### config.mk
export PLATFORM = sky130hd
export DESIGN_NAME = sim_writer_nch_flat
export DESIGN_NICKNAME = d
export VERILOG_FILES = /design/src/rtl/sim_writer_pkg.sv /design/src/rtl/sim_writer_if.sv /design/src/rtl/sim_writer_chan.sv /design/src/rtl/sim_writer_nch.sv /design/src/flat_wrapper.sv
export SDC_FILE = /design/constraint.sdc
export NUM_CORES = 1
export LEC_CHECK = 0
export ABC_AREA = 1
export CAP_MARGIN = 20
export CORE_UTILIZATION = 60
export CTS_BUF_LIST = sky130_fd_sc_hd__clkbuf_8
export DETAILED_ROUTE_END_ITERATION = 10
export PLACE_DENSITY = 0.93
export SYNTH_ARGS = -nofsm -noshare
export SYNTH_HDL_FRONTEND = slang
export SYNTH_SLANG_ARGS = --single-unit
### constraint.sdc
create_clock -name clk -period 5.2 [get_ports clk]
set_input_delay 1.3 -clock clk [delete_from_list [all_inputs] [get_ports clk]]
set_output_delay 1.3 -clock clk [all_outputs]
set_load 0.01 [all_outputs]
### src/rtl/sim_writer_pkg.sv
// sim_writer_pkg: shared constants for the simulated N-channel write engine.
// Holds the default latency, pending-count width and channel state codes.
package sim_writer_pkg;

    localparam int DEF_LATENCY_DFLT = 50;
    localparam int PEND_W           = 4;

    localparam logic ST_IDLE = 1'b0;
    localparam logic ST_BUSY = 1'b1;

endpackage

### src/rtl/sim_writer_if.sv
// sim_writer_if: per-channel control/status bus of the simulated write engine.
// master drives start/flush/latency/clr_ovf; slave returns complete/done/pending/overflow.
interface sim_writer_if
    import sim_writer_pkg::*;
#(
    parameter int NUM_CH = 2,
    parameter int CNT_W  = 32
);

    logic [NUM_CH-1:0]        start;
    logic [NUM_CH-1:0]        flush;
    logic [NUM_CH-1:0]        clr_ovf;
    logic [NUM_CH*CNT_W-1:0]  latency;
    logic [NUM_CH-1:0]        complete;
    logic [NUM_CH-1:0]        done;
    logic [NUM_CH-1:0]        overflow;
    logic [NUM_CH*PEND_W-1:0] pending;

    modport master (
        output start, flush, clr_ovf, latency,
        input  complete, done, overflow, pending
    );

    modport slave (
        input  start, flush, clr_ovf, latency,
        output complete, done, overflow, pending
    );

endinterface

### src/rtl/sim_writer_chan.sv
// sim_writer_chan: one channel - latency timer, pending queue count, done strobe, sticky overflow.
// Ports: clk, resetn, start, flush, clr_ovf, latency in; complete, done, pending, overflow out.
module sim_writer_chan
    import sim_writer_pkg::*;
#(
    parameter int CNT_W       = 32,
    parameter int DEF_LATENCY = DEF_LATENCY_DFLT,
    parameter int QUEUE_DEPTH = 4
) (
    input  logic              clk,
    input  logic              resetn,
    input  logic              start,
    input  logic              flush,
    input  logic              clr_ovf,
    input  logic [CNT_W-1:0]  latency,
    output logic              complete,
    output logic              done,
    output logic [PEND_W-1:0] pending,
    output logic              overflow
);

    localparam logic [CNT_W-1:0]  DEF_L = CNT_W'(DEF_LATENCY);
    localparam logic [CNT_W-1:0]  ONE   = CNT_W'(1);
    localparam logic [PEND_W-1:0] QD    = PEND_W'(QUEUE_DEPTH);

    logic [CNT_W-1:0]  timer;
    logic [CNT_W-1:0]  eff_lat;
    logic [PEND_W-1:0] pend;
    logic              state;
    logic              terminal;
    logic              ovf_set;

    always_comb begin
        eff_lat  = (latency == '0) ? DEF_L : latency;
        state    = (timer != '0) ? ST_BUSY : ST_IDLE;
        terminal = (timer == ONE);
        // A start on the terminal edge is absorbed by the reload, so it
        // never overflows even with a full queue.
        ovf_set  = !flush && start && (state == ST_BUSY)
                   && !terminal && (pend == QD);
    end

    always_ff @(posedge clk or negedge resetn) begin
        if (!resetn) begin
            timer <= '0;
            pend  <= '0;
            done  <= 1'b0;
        end else begin
            done <= 1'b0;
            if (flush) begin
                timer <= '0;
                pend  <= '0;
            end else begin
                unique case (state)
                    ST_IDLE: begin
                        if (start)
                            timer <= eff_lat;
                    end
                    ST_BUSY: begin
                        if (terminal) begin
                            done <= 1'b1;
                            if (start) begin
                                timer <= eff_lat;
                            end else if (pend != '0) begin
                                timer <= eff_lat;
                                pend  <= pend - 1'b1;
                            end else begin
                                timer <= '0;
                            end
                        end else begin
                            timer <= timer - ONE;
                            if (start && pend != QD)
                                pend <= pend + 1'b1;
                        end
                    end
                    default: ;
                endcase
            end
        end
    end

    always_ff @(posedge clk or negedge resetn) begin
        if (!resetn)
            overflow <= 1'b0;
        else if (ovf_set)
            overflow <= 1'b1;
        else if (clr_ovf)
            overflow <= 1'b0;
    end

    assign complete = (state == ST_IDLE) && (pend == '0);
    assign pending  = pend;

endmodule

### src/rtl/sim_writer_nch.sv
// sim_writer_nch: NUM_CH independent simulated write channels behind one bus.
// Ports: clk, resetn (async, active-low), bus (sim_writer_if.slave, channel i in slice i).
module sim_writer_nch
    import sim_writer_pkg::*;
#(
    parameter int NUM_CH      = 2,
    parameter int CNT_W       = 32,
    parameter int DEF_LATENCY = DEF_LATENCY_DFLT,
    parameter int QUEUE_DEPTH = 4
) (
    input  logic        clk,
    input  logic        resetn,
    sim_writer_if.slave bus
);

    for (genvar i = 0; i < NUM_CH; i++) begin : g_ch
        sim_writer_chan #(
            .CNT_W       (CNT_W),
            .DEF_LATENCY (DEF_LATENCY),
            .QUEUE_DEPTH (QUEUE_DEPTH)
        ) u_chan (
            .clk      (clk),
            .resetn   (resetn),
            .start    (bus.start[i]),
            .flush    (bus.flush[i]),
            .clr_ovf  (bus.clr_ovf[i]),
            .latency  (bus.latency[i*CNT_W +: CNT_W]),
            .complete (bus.complete[i]),
            .done     (bus.done[i]),
            .pending  (bus.pending[i*PEND_W +: PEND_W]),
            .overflow (bus.overflow[i])
        );
    end

endmodule

### src/flat_wrapper.sv
// flat-port wrapper written by rule: the top's interface ports become plain ports
module sim_writer_nch_flat import sim_writer_pkg::*;
#(
    parameter int NUM_CH      = 2,
    parameter int CNT_W       = 32,
    parameter int DEF_LATENCY = DEF_LATENCY_DFLT,
    parameter int QUEUE_DEPTH = 4
)
  (clk, resetn, bus_start, bus_flush, bus_clr_ovf, bus_latency, bus_complete, bus_done, bus_overflow, bus_pending);
  sim_writer_if #(.NUM_CH(NUM_CH), .CNT_W(CNT_W)) bus_i ();
  input  logic clk;
  input  logic resetn;
  input wire logic [$bits(bus_i.start)-1:0] bus_start;
  input wire logic [$bits(bus_i.flush)-1:0] bus_flush;
  input wire logic [$bits(bus_i.clr_ovf)-1:0] bus_clr_ovf;
  input wire logic [$bits(bus_i.latency)-1:0] bus_latency;
  output wire logic [$bits(bus_i.complete)-1:0] bus_complete;
  output wire logic [$bits(bus_i.done)-1:0] bus_done;
  output wire logic [$bits(bus_i.overflow)-1:0] bus_overflow;
  output wire logic [$bits(bus_i.pending)-1:0] bus_pending;
  assign bus_i.start = bus_start;
  assign bus_i.flush = bus_flush;
  assign bus_i.clr_ovf = bus_clr_ovf;
  assign bus_i.latency = bus_latency;
  assign bus_complete = bus_i.complete;
  assign bus_done = bus_i.done;
  assign bus_overflow = bus_i.overflow;
  assign bus_pending = bus_i.pending;
  sim_writer_nch #(.NUM_CH(NUM_CH), .CNT_W(CNT_W), .DEF_LATENCY(DEF_LATENCY), .QUEUE_DEPTH(QUEUE_DEPTH)) u_core (.clk(clk), .resetn(resetn), .bus(bus_i));
endmodule
==> impl_results.md <==
- Chip Width: 104 µm
- Detailed Route Iter0 Violations: 292
- Share of cells above drive strength 1: 0.121
- Placed instance count: 1130
- CP Depth: 9
- Clock Latency Late Sink: 0.40 ns
- Ranking of synthesized cells by area: dfrtp_1 30%, nand2_1 13%, nand3_1 10%, nor2_1 9.3%, inv_1 5.2%
- Overall power: 4.00 mW
- Final worst slack: 1.49 ns
- Cell taking the most area after synthesis: dfrtp_1
- CP Max Fanout: 7
- Clock tree buffer depth: 2
- Routed Antenna Nets: 0
- Num rows: 37
- Critical path origin: u_core.g_ch[0].u_chan.timer[0]$_DFFE_PN0P_
- # setup viols final: 0
- Clock Skew: 0.0145 ns
- LEAKAGE: 3.48 nW
- DRC: 0
- Power Dens Cells: 550 nW/µm²
- Routed vias: 6382
- Synthesized instance count: 936
- Actual slew at the worst max-slew pin: 0.967 ns
- GRT busiest layer: met2
- Core footprint: 10200 µm²
- I/O Buffers: 85
- Commonest non-fill, non-tap cell in the layout: nand2_1
- Die H: 104 µm
- Vias per cell: 5.57
- CTS Buf Count: 9
- CP arrival: 2.41 ns
- Top cell type's share of synthesized area: 0.302
- Unrepaired setup endpoints after global routing: false
- Worst Setup End Kind: output pin
- I/O pin cnt: 86
- R2r setup slk: 2.69 ns
- Post-CTS setup buffer count: 0
- GRT Util Overall: 0.321
- Unique masters post-synth: 38
- M3 GR Usage: 0.0664
- Crit Path Category: flop to output pin
- Syn nets: 1018
- H-tree lvl count: 3
- Non-Filler Instances: 1146
- Final count of pins violating max slew: 0
- Die ar.: 10900 µm²
- N_diodes: 0
- Initial antenna violation count: 0
- CP peak stage delay: 0.56 ns
- Final Cell Area: 7270 µm²
- Hold WC Path Type: flop to flop
- Mean Syn Cell Area: 6.72 µm²
- RR Endpoint: u_core.g_ch[1].u_chan.pending[3]$_DFFE_PN0P_
- Run status: finished clean
- Layout overhead on the synthesized area: 15.5%
- GR Util met1: 0.381
- Yosys reg bits: 76
- Rel. slew slack: 0.355
- FF-to-FF path depth: 13
- Crit path time final: 3.71 ns
- Max-cap violations: 0
- Number of iterations in the first detailed-routing pass: 9
- CTS clk-pin slew, worst paths: 0.08 ns
- Met2 usage: 0.553
- Worst path cell trace: inv_1 > ha_1 > nand2_1 > inv_2 > nand2_2 > nor2_4 > nand2_2 > nor2_1 > clkdlybuf4s50_1
- Tcrit/Tclk final: 0.714
- Largest net degree at the start of global routing: 77
- Peak VDD IR: 0.312 mV
- Top delay family on crit path: buffers and inverters
- Yosys Warn Count: 0
- Total negative slack: 0 ns
- Most frequent cells in the layout: 215 x nand2_1, 156 x nor2_1, 130 x nand3_1
- Worst Path Required: 3.90 ns
- First-pass GRT wire length: 27900 µm
- CTS tree: built
- # resized after CTS: 0
- Multi-input gate area: 3760 µm²
- CP max-delay cell: clkdlybuf4s50_1
- Starting Density: 0.615
- Max frequency: 269 MHz
- CTS hold repair buffers: 0
- Root buf cell: clkbuf_8
- R2R Path Start: u_core.g_ch[1].u_chan.timer[24]$_DFFE_PN0P_
- Worst Path Buf+Inv: 3
- Register area: 1900 µm²
- Grt total ovfl: 0
- Gp weighted congestion: 1.01
- Hold WS: 0.515 ns
- DP Wirelength: 12600 µm
- CP most frequent cell: nand2_2
- Vias in the first global route: 6197
- Count of final hold-check violations: 0
- DP Area: 7070 µm²
- Placement Setup Slack: 1.91 ns
- Final net count: 1087
- Routed length per instance: 14.3 µm
- Fin util: 0.710
- Filler Cells Inserted: 858
- Routed WL: 16300 µm
- Area of the mapped netlist: 6290 µm²
- Kind of start point of the critical path: flop
- Sequential area share after synthesis: 0.302
- Clock sinks: 76
- CP Capture Point: bus_complete[0]
[synthesized netlist by cell type, drive strengths merged]
master and instances:
o211ai 1, a21o 1, nor3 8, or2 4
nand3 143, buf 27, o21bai 16, clkbuf 3
nor2 191, nand2 231, xnor2 4, nand3b 8
inv 97, dfrtp 76, o22ai 1, xor2 11
and2 1, fa 2, ha 8, nand4 11
a21oi 69, o21ai 23
[state kept, by name, indices dropped and copies added, names as in the netlist]
register,count
u_core.g_ch.u_chan.done,2
u_core.g_ch.u_chan.overflow,2
u_core.g_ch.u_chan.pending,8
u_core.g_ch.u_chan.timer,64
[tightest hold or removal path, delay by kind of cell (launching register included)]
family	cells	cell delay [ns]
and+or+nand+nor	2	0.12
DFF	1	0.37
[power by group]
| group | switching [mW] | internal [mW] | leakage [nW] |
|---|---|---|---|
| Clock | 0.255 | 0.204 | 0.0965 |
| Sequential | 0.203 | 0.761 | 1.03 |
| Combinational | 1.68 | 0.891 | 2.35 |
[worst min-delay path by stage]
stage	slack [ns]	startpoint	cells after the start	to
after floorplan	0.47	u_core.g_ch[0].u_chan.timer[1]$_DFFE_PN0P_	2	u_core.g_ch[0].u_chan.timer[1]$_DFFE_PN0P_
after global placement	0.49	u_core.g_ch[0].u_chan.timer[1]$_DFFE_PN0P_	2	u_core.g_ch[0].u_chan.timer[1]$_DFFE_PN0P_
after detailed placement	0.49	u_core.g_ch[0].u_chan.timer[1]$_DFFE_PN0P_	2	u_core.g_ch[0].u_chan.timer[1]$_DFFE_PN0P_
after CTS	0.51	u_core.g_ch[0].u_chan.timer[1]$_DFFE_PN0P_	2	u_core.g_ch[0].u_chan.timer[1]$_DFFE_PN0P_
after global routing	0.54	u_core.g_ch[0].u_chan.timer[1]$_DFFE_PN0P_	2	u_core.g_ch[0].u_chan.timer[1]$_DFFE_PN0P_
final	0.52	u_core.g_ch[0].u_chan.timer[1]$_DFFE_PN0P_	2	u_core.g_ch[0].u_chan.timer[1]$_DFFE_PN0P_
[routing by layer]
| layer | vias up | wire length [µm] |
|---|---|---|
| li1 | 3145 | - |
| met3 | 54 | 1060 |
| met4 | 0 | 568 |
| met5 | - | 0 |
| met2 | 253 | 8000 |
| met1 | 2930 | 6720 |
[final cells by class]
cell class / count / area share
repair buffers: 88 / 0.120
inverters: 97 / 0.0501
clock inverters: 5 / 0.00586
multi-input cells: 733 / 0.518
clock buffers: 11 / 0.0208
well taps: 136 / 0.0234
flip-flops and latches: 76 / 0.262
[cells by family (layout without fill, tap and decap cells)]
kind of cell               count (synthesis)  count (layout)  share of synthesized area
AOI/OAI and AO/OA                        111             111                      0.112
adders and majority gates                 10              10                     0.0223
buffers and inverters                    127             201                     0.0994
xor gates and xnor gates                  15              15                     0.0209
DFF                                       76              76                      0.302
and+or+nand+nor                          597             597                      0.443
Power figures use the tool's default switching activity.
